===== config.mk =====
export PLATFORM = sky130hd
export DESIGN_NAME = pc_mar_datapath
export DESIGN_NICKNAME = d
export VERILOG_FILES = /design/src/rtl/pc_mar_datapath.sv
export SDC_FILE = /design/constraint.sdc
export NUM_CORES = 1
export LEC_CHECK = 0
export BUFFER_PORTS_ARGS = -buffer_cell sky130_fd_sc_hd__buf_2
export CAP_MARGIN = 20
export CORE_UTILIZATION = 50
export DETAILED_ROUTE_END_ITERATION = 12
export PLACE_DENSITY = 0.85
export SLEW_MARGIN = 20
export SYNTH_ARGS = -nofsm -noshare
export SYNTH_HDL_FRONTEND = slang
export SYNTH_SLANG_ARGS = --single-unit
export TNS_END_PERCENT = 30

===== constraint.sdc =====
create_clock -name clk_i -period 3.2 [get_ports clk_i]
set_clock_uncertainty 0.1 [all_clocks]
set_input_delay 0.64 -clock clk_i [delete_from_list [all_inputs] [get_ports clk_i]]
set_output_delay 0.64 -clock clk_i [all_outputs]
set_load 0.05 [all_outputs]

===== src/rtl/pc_mar_datapath.sv =====
// PC / MAR / MDR datapath for the sequencer's active-low control strobes.
// Also runs the single-outstanding memory read that each accepted MAR load starts.
module pc_mar_datapath #(
  parameter int ADDR_WIDTH       = 16,
  parameter int DATA_WIDTH       = 16,
  parameter int PC_SELECT_SIZE   = 3,
  parameter int ADDR_SELECT_SIZE = 2,
  parameter logic [ADDR_WIDTH-1:0] RESET_VECTOR = 16'hFFFE
) (
  input  logic                        clk_i,
  input  logic                        reset_i,
  input  logic                        pc_rst_ni,
  input  logic                        pc_ld_ni,
  input  logic [PC_SELECT_SIZE-1:0]   pc_src_i,
  input  logic                        mar_rst_ni,
  input  logic                        mar_ld_ni,
  input  logic [ADDR_SELECT_SIZE-1:0] addr_src_i,
  input  logic [ADDR_WIDTH-1:0]       branch_addr_i,
  input  logic [ADDR_WIDTH-1:0]       alu_result_i,
  input  logic [ADDR_WIDTH-1:0]       data_addr_i,
  output logic                        mem_rd_o,
  output logic [ADDR_WIDTH-1:0]       mem_addr_o,
  input  logic                        mem_ack_i,
  input  logic [DATA_WIDTH-1:0]       mem_data_i,
  output logic [ADDR_WIDTH-1:0]       pc_o,
  output logic [DATA_WIDTH-1:0]       mdr_o,
  output logic                        mdr_valid_o,
  output logic                        busy_o,
  output logic                        overrun_o
);

  // state | meaning
  // IDLE  | no read outstanding
  // REQ   | read issued, waiting for mem_ack_i
  // DONE  | MDR just updated, mdr_valid_o high
  typedef enum logic [1:0] {
    IDLE = 2'd0,
    REQ  = 2'd1,
    DONE = 2'd2
  } state_t;

  state_t                state_q;
  logic [ADDR_WIDTH-1:0] pc_q;
  logic [ADDR_WIDTH-1:0] mar_q;
  logic [DATA_WIDTH-1:0] mdr_q;
  logic [ADDR_WIDTH-1:0] pc_mux;
  logic [ADDR_WIDTH-1:0] addr_mux;

  always_comb begin
    pc_mux = pc_q;
    case (pc_src_i)
      3'b000:  pc_mux = pc_q + {{(ADDR_WIDTH-1){1'b0}}, 1'b1};
      3'b001:  pc_mux = branch_addr_i;
      3'b010:  pc_mux = RESET_VECTOR;
      3'b011:  pc_mux = alu_result_i;
      default: pc_mux = pc_q;
    endcase
  end

  // Built from the pre-edge PC so a same-edge PC load does not leak into MAR.
  always_comb begin
    addr_mux = '0;
    case (addr_src_i)
      2'b00:   addr_mux = pc_q;
      2'b01:   addr_mux = alu_result_i;
      2'b10:   addr_mux = data_addr_i;
      default: addr_mux = '0;
    endcase
  end

  always_ff @(posedge clk_i) begin
    if (reset_i) begin
      pc_q        <= '0;
      mar_q       <= '0;
      mdr_q       <= '0;
      state_q     <= IDLE;
      mem_rd_o    <= 1'b0;
      busy_o      <= 1'b0;
      mdr_valid_o <= 1'b0;
      overrun_o   <= 1'b0;
    end else begin
      if (!pc_rst_ni)
        pc_q <= '0;
      else if (!pc_ld_ni)
        pc_q <= pc_mux;

      mdr_valid_o <= 1'b0;
      if (!mar_rst_ni) begin
        mar_q    <= '0;
        state_q  <= IDLE;
        mem_rd_o <= 1'b0;
        busy_o   <= 1'b0;
      end else begin
        case (state_q)
          IDLE, DONE: begin
            if (!mar_ld_ni) begin
              mar_q    <= addr_mux;
              state_q  <= REQ;
              mem_rd_o <= 1'b1;
              busy_o   <= 1'b1;
            end else begin
              state_q  <= IDLE;
            end
          end
          REQ: begin
            if (!mar_ld_ni)
              overrun_o <= 1'b1;
            if (mem_ack_i) begin
              mdr_q       <= mem_data_i;
              state_q     <= DONE;
              mem_rd_o    <= 1'b0;
              busy_o      <= 1'b0;
              mdr_valid_o <= 1'b1;
            end
          end
          default: begin
            state_q  <= IDLE;
            mem_rd_o <= 1'b0;
            busy_o   <= 1'b0;
          end
        endcase
      end
    end
  end

  assign pc_o       = pc_q;
  assign mem_addr_o = mar_q;
  assign mdr_o      = mdr_q;

endmodule


# --- Word level (Yosys, flattened, before mapping) ---
# Index checks and enable logic that the tools add are counted.
word_totals:
  ff_bits: 53
  in_bits: 76
  output_inout_bits: 52
  elab_cells: 44
op_classes:
  addsub: 1
  eq_ne: 9
  muxes: 9
  bitwise_logic: 5
  reduce_logical: 13
ops:
  columns: ["cell", "n"]
  rows:
  - ["16-bit case mux with 4 select lines", 1]
  - ["16-bit case mux with 3 select lines", 1]
  - ["16-bit by 1-bit adder with 16-bit output (second input constant)", 1]
  - ["3-bit by 2-bit == test with 1-bit output (second input constant)", 2]
  - ["2-bit AND reduction", 3]
  - ["3-bit AND reduction", 2]
  - ["2-bit OR reduction", 3]
  - ["1-bit NOT", 5]
  - ["2-bit by 1-bit == test with 1-bit output (second input constant)", 2]
  - ["2-bit == test (second input constant)", 2]
  - ["2-bit logical NOT", 2]
  - ["1-bit 2-to-1 mux", 4]
  - ["2-bit inequality test (second input constant)", 2]
  - ["2-bit case mux with 2 select lines", 1]
  - ["4-bit nonzero test", 1]
  - ["3-bit by 1-bit == test with 1-bit output (second input constant)", 1]
  - ["3-bit logical NOT", 1]
  - ["3-bit OR reduction", 1]
  - ["2-bit 2-to-1 mux", 1]
  - ["1-bit case mux with 2 select lines", 1]

# --- Longest topological paths before layout ---
# Gate-level depths: netlist (run 1).
logic_depth:
  depth_word: 4
  depth_mapped: 7
  mapped_depth_nobuf: 5

# --- Worst setup path before layout (run 1) ---
# OpenSTA, ideal clock, no wires.
synth_timing:
  path_type: "reg-to-reg"
  startpoint: "register pc_q[6], in the netlist pc_o[6]"
  endpoint: "register pc_q[15], in the netlist pc_o[15]"
  setup_ns: 0.091
  arrival_time_ns: 1.716
  slack_ns: 1.294
  path_stages_with_launch: 6
  period_less_slack_ns: 1.906
  path_cell_list: "dfxtp_1 and4_4 and3_4 and3_1 nor3_1 a311oi_1"
synth_between:
  elab_chain_cells: 2
synth_rtl:
  columns: ["element", "line", "rtl"]
  rows:
  - ["start, declared", "43", "logic [ADDR_WIDTH-1:0] pc_q;"]
  - ["start signal, assigned", "85", "pc_q <= pc_mux;"]
  - ["16-bit by 1-bit adder with 16-bit output", "52", "3'b000: pc_mux = pc_q + {{(ADDR_WIDTH-1){1'b0}}, 1'b1};"]
  - ["16-bit case mux with 4 select lines", "51", "case (pc_src_i)"]
# Every way passes these cells.
# A chain may end at the register's enable or synchronous reset.

# --- Final worst setup path (run 1) ---
layout_timing:
  startpoint: "input port pc_src_i[1]"
  endpoint: "register pc_q[2], in the netlist pc_o[2]"
layout_between:
  elab_chain_cells: 3
  elab_cells_between_ends: 7
  cone_classes: "3 x eq/ne; 1 x mux; 3 x reduce/logical"
layout_rtl:
  columns: ["element", "line", "rtl"]
  rows:
  - ["start, declared", "14", "input logic [PC_SELECT_SIZE-1:0] pc_src_i,"]
  - ["3-bit by 2-bit == test with 1-bit output, or another cell as far along", "51", null]
  - ["4-bit nonzero test (no line)", null, null]
  - ["2-bit AND reduction (no line)", null, null]
# Parallel ways exist; a longest one is shown, timed or not.

==> results.json, run 1 <==
{
  "num_io_pins": 128,
  "peakVddDrop_mv": 0.227,
  "seq_area_um2": 1060,
  "status": "completed",
  "grt_max_degree": 35,
  "cts_tree": "yes",
  "min_period_ps": 2140,
  "die_x_um": 76.2,
  "nNetsFinal": 542,
  "ant_nets": 0,
  "dp_hpwl_mm": 5.62,
  "htreeDepth": 2,
  "cts_sinks": 53,
  "setup_viol": 0,
  "hold_class": "reg2reg",
  "setup_ws_ps": 1060,
  "synth_cell_types": 42,
  "synth.top_cells.by_area": "dfxtp_1, a21oi_1, nor2_1",
  "synth-compound-area-share_pct": 25.7,
  "rrSetupSlack_ps": 1390,
  "p_leak_nw": 1.54,
  "ys_ff_latch": 53,
  "synth-xor-area-share_pct": 0,
  "portBuffers": 127,
  "grt_overflow": 0,
  "critical_path_class": "in2reg",
  "gp_congestion": 0.964,
  "synth-warning-count": 0,
  "grt_usage_pct": 25.5,
  "path_clk_slew_ps": 100,
  "synth.avg_cell_area_um2": 7.69,
  "grt_pass1_vias": 2627,
  "ys.flop_type": "dfxtp_1",
  "wire_per_inst_um": 13.8,
  "pre_cts_ws_ps": 795,
  "numCtsBuffers": 5,
  "report.final.slew_viol_count": 0,
  "fin_crit_sh_pct": 66.8,
  "synth_top_cell_area_share_pct": 38.5,
  "grt_pass1_wl_mm": 12.2,
  "row_count": 26,
  "crit_required_ps": 3310,
  "power_density_nw_per_um2": 388,
  "drive_gt1_share_pct": 32.0,
  "first_iter_violations": 93,
  "synth_adder_area_share_pct": 0.454,
  "cts_resized": 0,
  "die_h_um": 76.2,
  "diodes": 0,
  "drt-pass1-iter-count": 4,
  "clock-root-buffer": "clkbuf_8",
  "insertion_delay_ps": 300,
  "async_flop_share_pct": 0,
  "syn-num-nets": 435,
  "end_kind": "flop",
  "synth_area_leader_cell": "dfxtp_1",
  "fin_area_um2": 3450,
  "fin_util_pct": 66.3,
  "start_util_pct": 52.9,
  "cap_viol_max_count": 0,
  "rsz0062_at_grt": "no",
  "wirelength_mm": 7.41,
  "cts_setup_buffers": 0,
  "clockBufferDepth": 2,
  "worstMarginPinSlew_ps": 964,
  "ctsHoldBuffers": 0,
  "whs_ps": 356,
  "synthMuxAreaShare_pct": 8.22,
  "synth-simple-area-share_pct": 21.4,
  "synth_top_family_by_area": "compound AO/OA/AOI/OAI gates",
  "multi_input_area_um2": 1540,
  "syn_area_um2": 2750,
  "ys_seq_area_share_pct": 38.5,
  "slew-limit-headroom_pct": 35.6,
  "core_um2": 5200,
  "synth_common_cells": "a21oi_1, dfxtp_1, nor2_1, nand2_1, o21ai_0",
  "syn_to_final_growth_pct": 25.3,
  "placed_area_um2": 3360,
  "arrival_ps": 2250,
  "fillers": 453,
  "num_vias": 2950,
  "setup_tns_ps": 0,
  "viasPerCell": 5.50,
  "max_freq_mhz": 468,
  "netlist_instances": 358,
  "antenna_found_initial": 0,
  "synth-edff-count": 0,
  "worst-path-max-fanout": 28,
  "worstSetupStartpointType": "input port",
  "drc_errors": 0,
  "hold_violations": 0,
  "die_area_um2": 5810
}
cell type report:
type                    instances  share of cell area, %
clock buffers                   5                   1.99
repair buffers                129                   18.9
clock inverters                 3                  0.616
inverters                       6                  0.653
multi-input cells             270                   44.6
flip-flops and latches         53                   30.7
well taps                      70                   2.54
registers in the layout (all words and copies together) (netlist names):
register,cells
mdr_valid_o,1
busy_o,1
overrun_o,1
state_q,2
mdr_o,16
mem_addr_o,16
pc_o,16
critical path, cell delays in order:
cell,delay (ps)
buf_2,400
nor2_1,150
nor2_1,560
o21ai_0,160
a221oi_1,320
cells by family (layout without fill, tap and decap cells):
group	Yosys count	count (layout)
buf+inv	35	143
compound gates	117	117
simple gates	130	130
fa+ha+maj	1	1
flops	53	53
mux	22	22
stage by stage:
| step | total power, mW | std cells |
|---|---|---|
| finish | 1.34 | 536 |
| global route | 1.41 | 536 |
| CTS | 1.35 | 536 |
| detailed placement | 0.975 | 528 |
| global placement | 0.971 | 528 |
| floorplan | 0.888 | 358 |
final timing paths:
path                from   endpoint  depth (start not counted)
max reg2reg      pc_o[2]   pc_o[15]                          5
min reg2reg    mdr_o[10]  mdr_o[10]                          2
max          pc_src_i[1]    pc_o[2]                          5
min            mdr_o[10]  mdr_o[10]                          2
where the power goes:
| group | total (mW) | internal [mW] | switching, mW |
|---|---|---|---|
| Combinational | 0.269 | 0.0949 | 0.174 |
| Clock | 0.378 | 0.156 | 0.222 |
| Sequential | 0.692 | 0.677 | 0.0147 |
| Total | 1.34 | 0.927 | 0.411 |
routing by layer:
layer	GRT usage, %	routed length [µm]	up-vias
met5	0	0	-
met4	8.46	78	0
met3	4.07	452	9
met2	39.3	3490	117
met1	36.2	3390	1333
li1	-	-	1491
cells in the final DEF, fill, tap and decap left out, drive strengths merged, types with 2 or more instances in the layout:
cell type / synthesis / layout
buf: 14 / 129
a21oi: 53 / 53
dfxtp: 53 / 53
nor2: 49 / 49
nand2: 45 / 45
o21ai: 21 / 21
a211oi: 18 / 18
mux2i: 17 / 17
nor3: 8 / 8
inv: 6 / 7
a311oi: 6 / 6
nand3: 5 / 5
mux2: 5 / 5
clkbuf: 15 / 5
a31oi: 4 / 4
o22ai: 4 / 4
and3: 4 / 4
nand2b: 3 / 3
nor2b: 3 / 3
nor4: 2 / 2
o221ai: 2 / 2
o31ai: 2 / 2
nor3b: 2 / 2
and4: 2 / 2
No activity file was read; power rests on OpenSTA's default activity.
==> run 2: changes to the inputs <==
Settings changed: CORE_UTILIZATION 50 to 42, PLACE_DENSITY 0.85 to 0.76.
Clock period 3.2 ns to 1.8 ns, I/O delays scaled along.
==> results.json, run 2 (synthesis results as in run 1) <==
{
  "nNetsFinal": 562,
  "internal-power_mw": 1.71,
  "end_kind": "flop",
  "power_density_nw_per_um2": 673,
  "setup_viol": 0,
  "hold_class": "in2reg",
  "path_cells": "and4_1, nand2_1, nor2_1, a311oi_1, nor4_1",
  "worstMarginPinSlew_ps": 522,
  "hold_violations": 0,
  "peakVddDrop_mv": 0.364,
  "drt-pass1-iter-count": 5,
  "p_leak_nw": 1.65,
  "dp_hpwl_mm": 6.37,
  "portBuffers": 127,
  "grt_pass1_wl_mm": 13.4,
  "fin_crit_sh_pct": 92.8,
  "grt_usage_pct": 23.7,
  "final_cell_mix": "buf_2, a21oi_1, nor2_1, dfxtp_1, nand2_1",
  "setup_ws_ps": 130,
  "status": "completed",
  "antenna_found_initial": 0,
  "critical_path_class": "reg2reg",
  "pwr-share-seq_pct": 50.1,
  "first_iter_violations": 146,
  "rrSetupSlack_ps": 130,
  "path_buf_inv": 0,
  "cts_tree": "yes",
  "gp_congestion": 0.903,
  "cts_sinks": 53,
  "start_util_pct": 43.4,
  "wirelength_mm": 8.29,
  "grt_pass1_vias": 2765,
  "drc_errors": 0,
  "p_clk_share_pct": 28.5,
  "num_io_pins": 128,
  "p_comb_share_pct": 21.4,
  "p_sw_share_pct": 30.2,
  "grt_overflow": 0,
  "worstSetupStartpointType": "flop",
  "max_freq_mhz": 599,
  "row_count": 29,
  "cp_top_family": "simple AND/OR/NAND/NOR gates",
  "ctsHoldBuffers": 0,
  "diodes": 0,
  "viasPerCell": 5.41,
  "p_sw_mw": 0.739,
  "core_um2": 6350,
  "num_vias": 3044,
  "fin_util_pct": 57.4,
  "clock-root-buffer": "clkbuf_8",
  "ant_nets": 0,
  "fin_area_um2": 3640,
  "drive_gt1_share_pct": 36.4,
  "numCtsBuffers": 5,
  "slew-limit-headroom_pct": 65.2,
  "worst-path-max-fanout": 7,
  "final_common_cell": "buf_2",
  "arrival_ps": 1780,
  "path_clk_slew_ps": 100,
  "clockBufferDepth": 2,
  "die_x_um": 83.0,
  "min_period_ps": 1670,
  "crit_required_ps": 1910,
  "insertion_delay_ps": 300,
  "pre_cts_ws_ps": 86.1,
  "slowest_delay_ps": 420,
  "setup_tns_ps": 0,
  "htreeDepth": 2,
  "syn_to_final_growth_pct": 32.3,
  "wire_per_inst_um": 14.7,
  "die_h_um": 83.0,
  "cap_viol_max_count": 0,
  "die_area_um2": 6880,
  "report.final.slew_viol_count": 0,
  "rsz0062_at_grt": "no",
  "grt_max_degree": 35,
  "placed_area_um2": 3540,
  "crit_slowest_cell": "dfxtp_1"
}
run 2: cell count changes in the layout (fill, tap and decap cells not counted):
cell,before,now
buf_4,2,21
dfxtp_1,53,46
dfxtp_2,0,7
buf_12,0,1
clkbuf_8,5,6
clkinv_4,0,1
clkinvlp_4,1,0
inv_6,1,0
nor4b_1,1,0
nor4b_2,0,1
run 2: worst paths after layout:
path | from | end | depth (start not counted)
max | pc_o[5] | pc_o[14] | 5
min | mem_data_i[7] | mdr_o[7] | 3
max reg2reg | pc_o[5] | pc_o[14] | 5
min reg2reg | mdr_o[6] | mdr_o[6] | 2
run 2: routing by layer:
metal  global-route usage (%)  wire (µm)  up-vias
met5                        0          0        -
met4                     7.84         80        0
met3                     4.57        712        8
met2                     37.6       3820      148
met1                     32.4       3670     1346
li1                         -          -     1542
run 2: cell type report:
type | instances | area, µm²
fill | 623 | 2710
multi-input combinational | 270 | 1550
sequential | 53 | 1070
timing repair buffer | 149 | 813
tap | 77 | 96.3
clock buffer | 6 | 82.6
inverter | 6 | 22.5
clock inverter | 2 | 13.8
run 2: power groups by stage:
stage                     sequential (mW)  clock (mW)  combinational (mW)
after global placement               1.25           0               0.511
after global routing                 1.23       0.783               0.567
after CTS                            1.23       0.721               0.521
final                                1.23       0.699               0.524
after detailed placement             1.25           0               0.519
after floorplan                      1.36           0               0.222
run 2: stage by stage:
stage          instances  power, mW  hold slack (ps)
3_5_place_dp         555       1.77              344
5_1_grt              563       2.58              174
4_1_cts              563       2.47              176
3_3_place_gp         555       1.76              339
6_report             563       2.45              183
2_1_floorplan        358       1.58              396
run 2: timing repair:
action,CTS,global route
endpoints found under the setup margin,0,1
buffers inserted,0,0
resized for setup,0,2
run 2: worst register-to-register path: stages, from the launching register on:
cell and delay, ps:
dfxtp_1 420, and4_1 290, nand2_1 210, nor2_1 190, a311oi_1 110, nor4_1 260
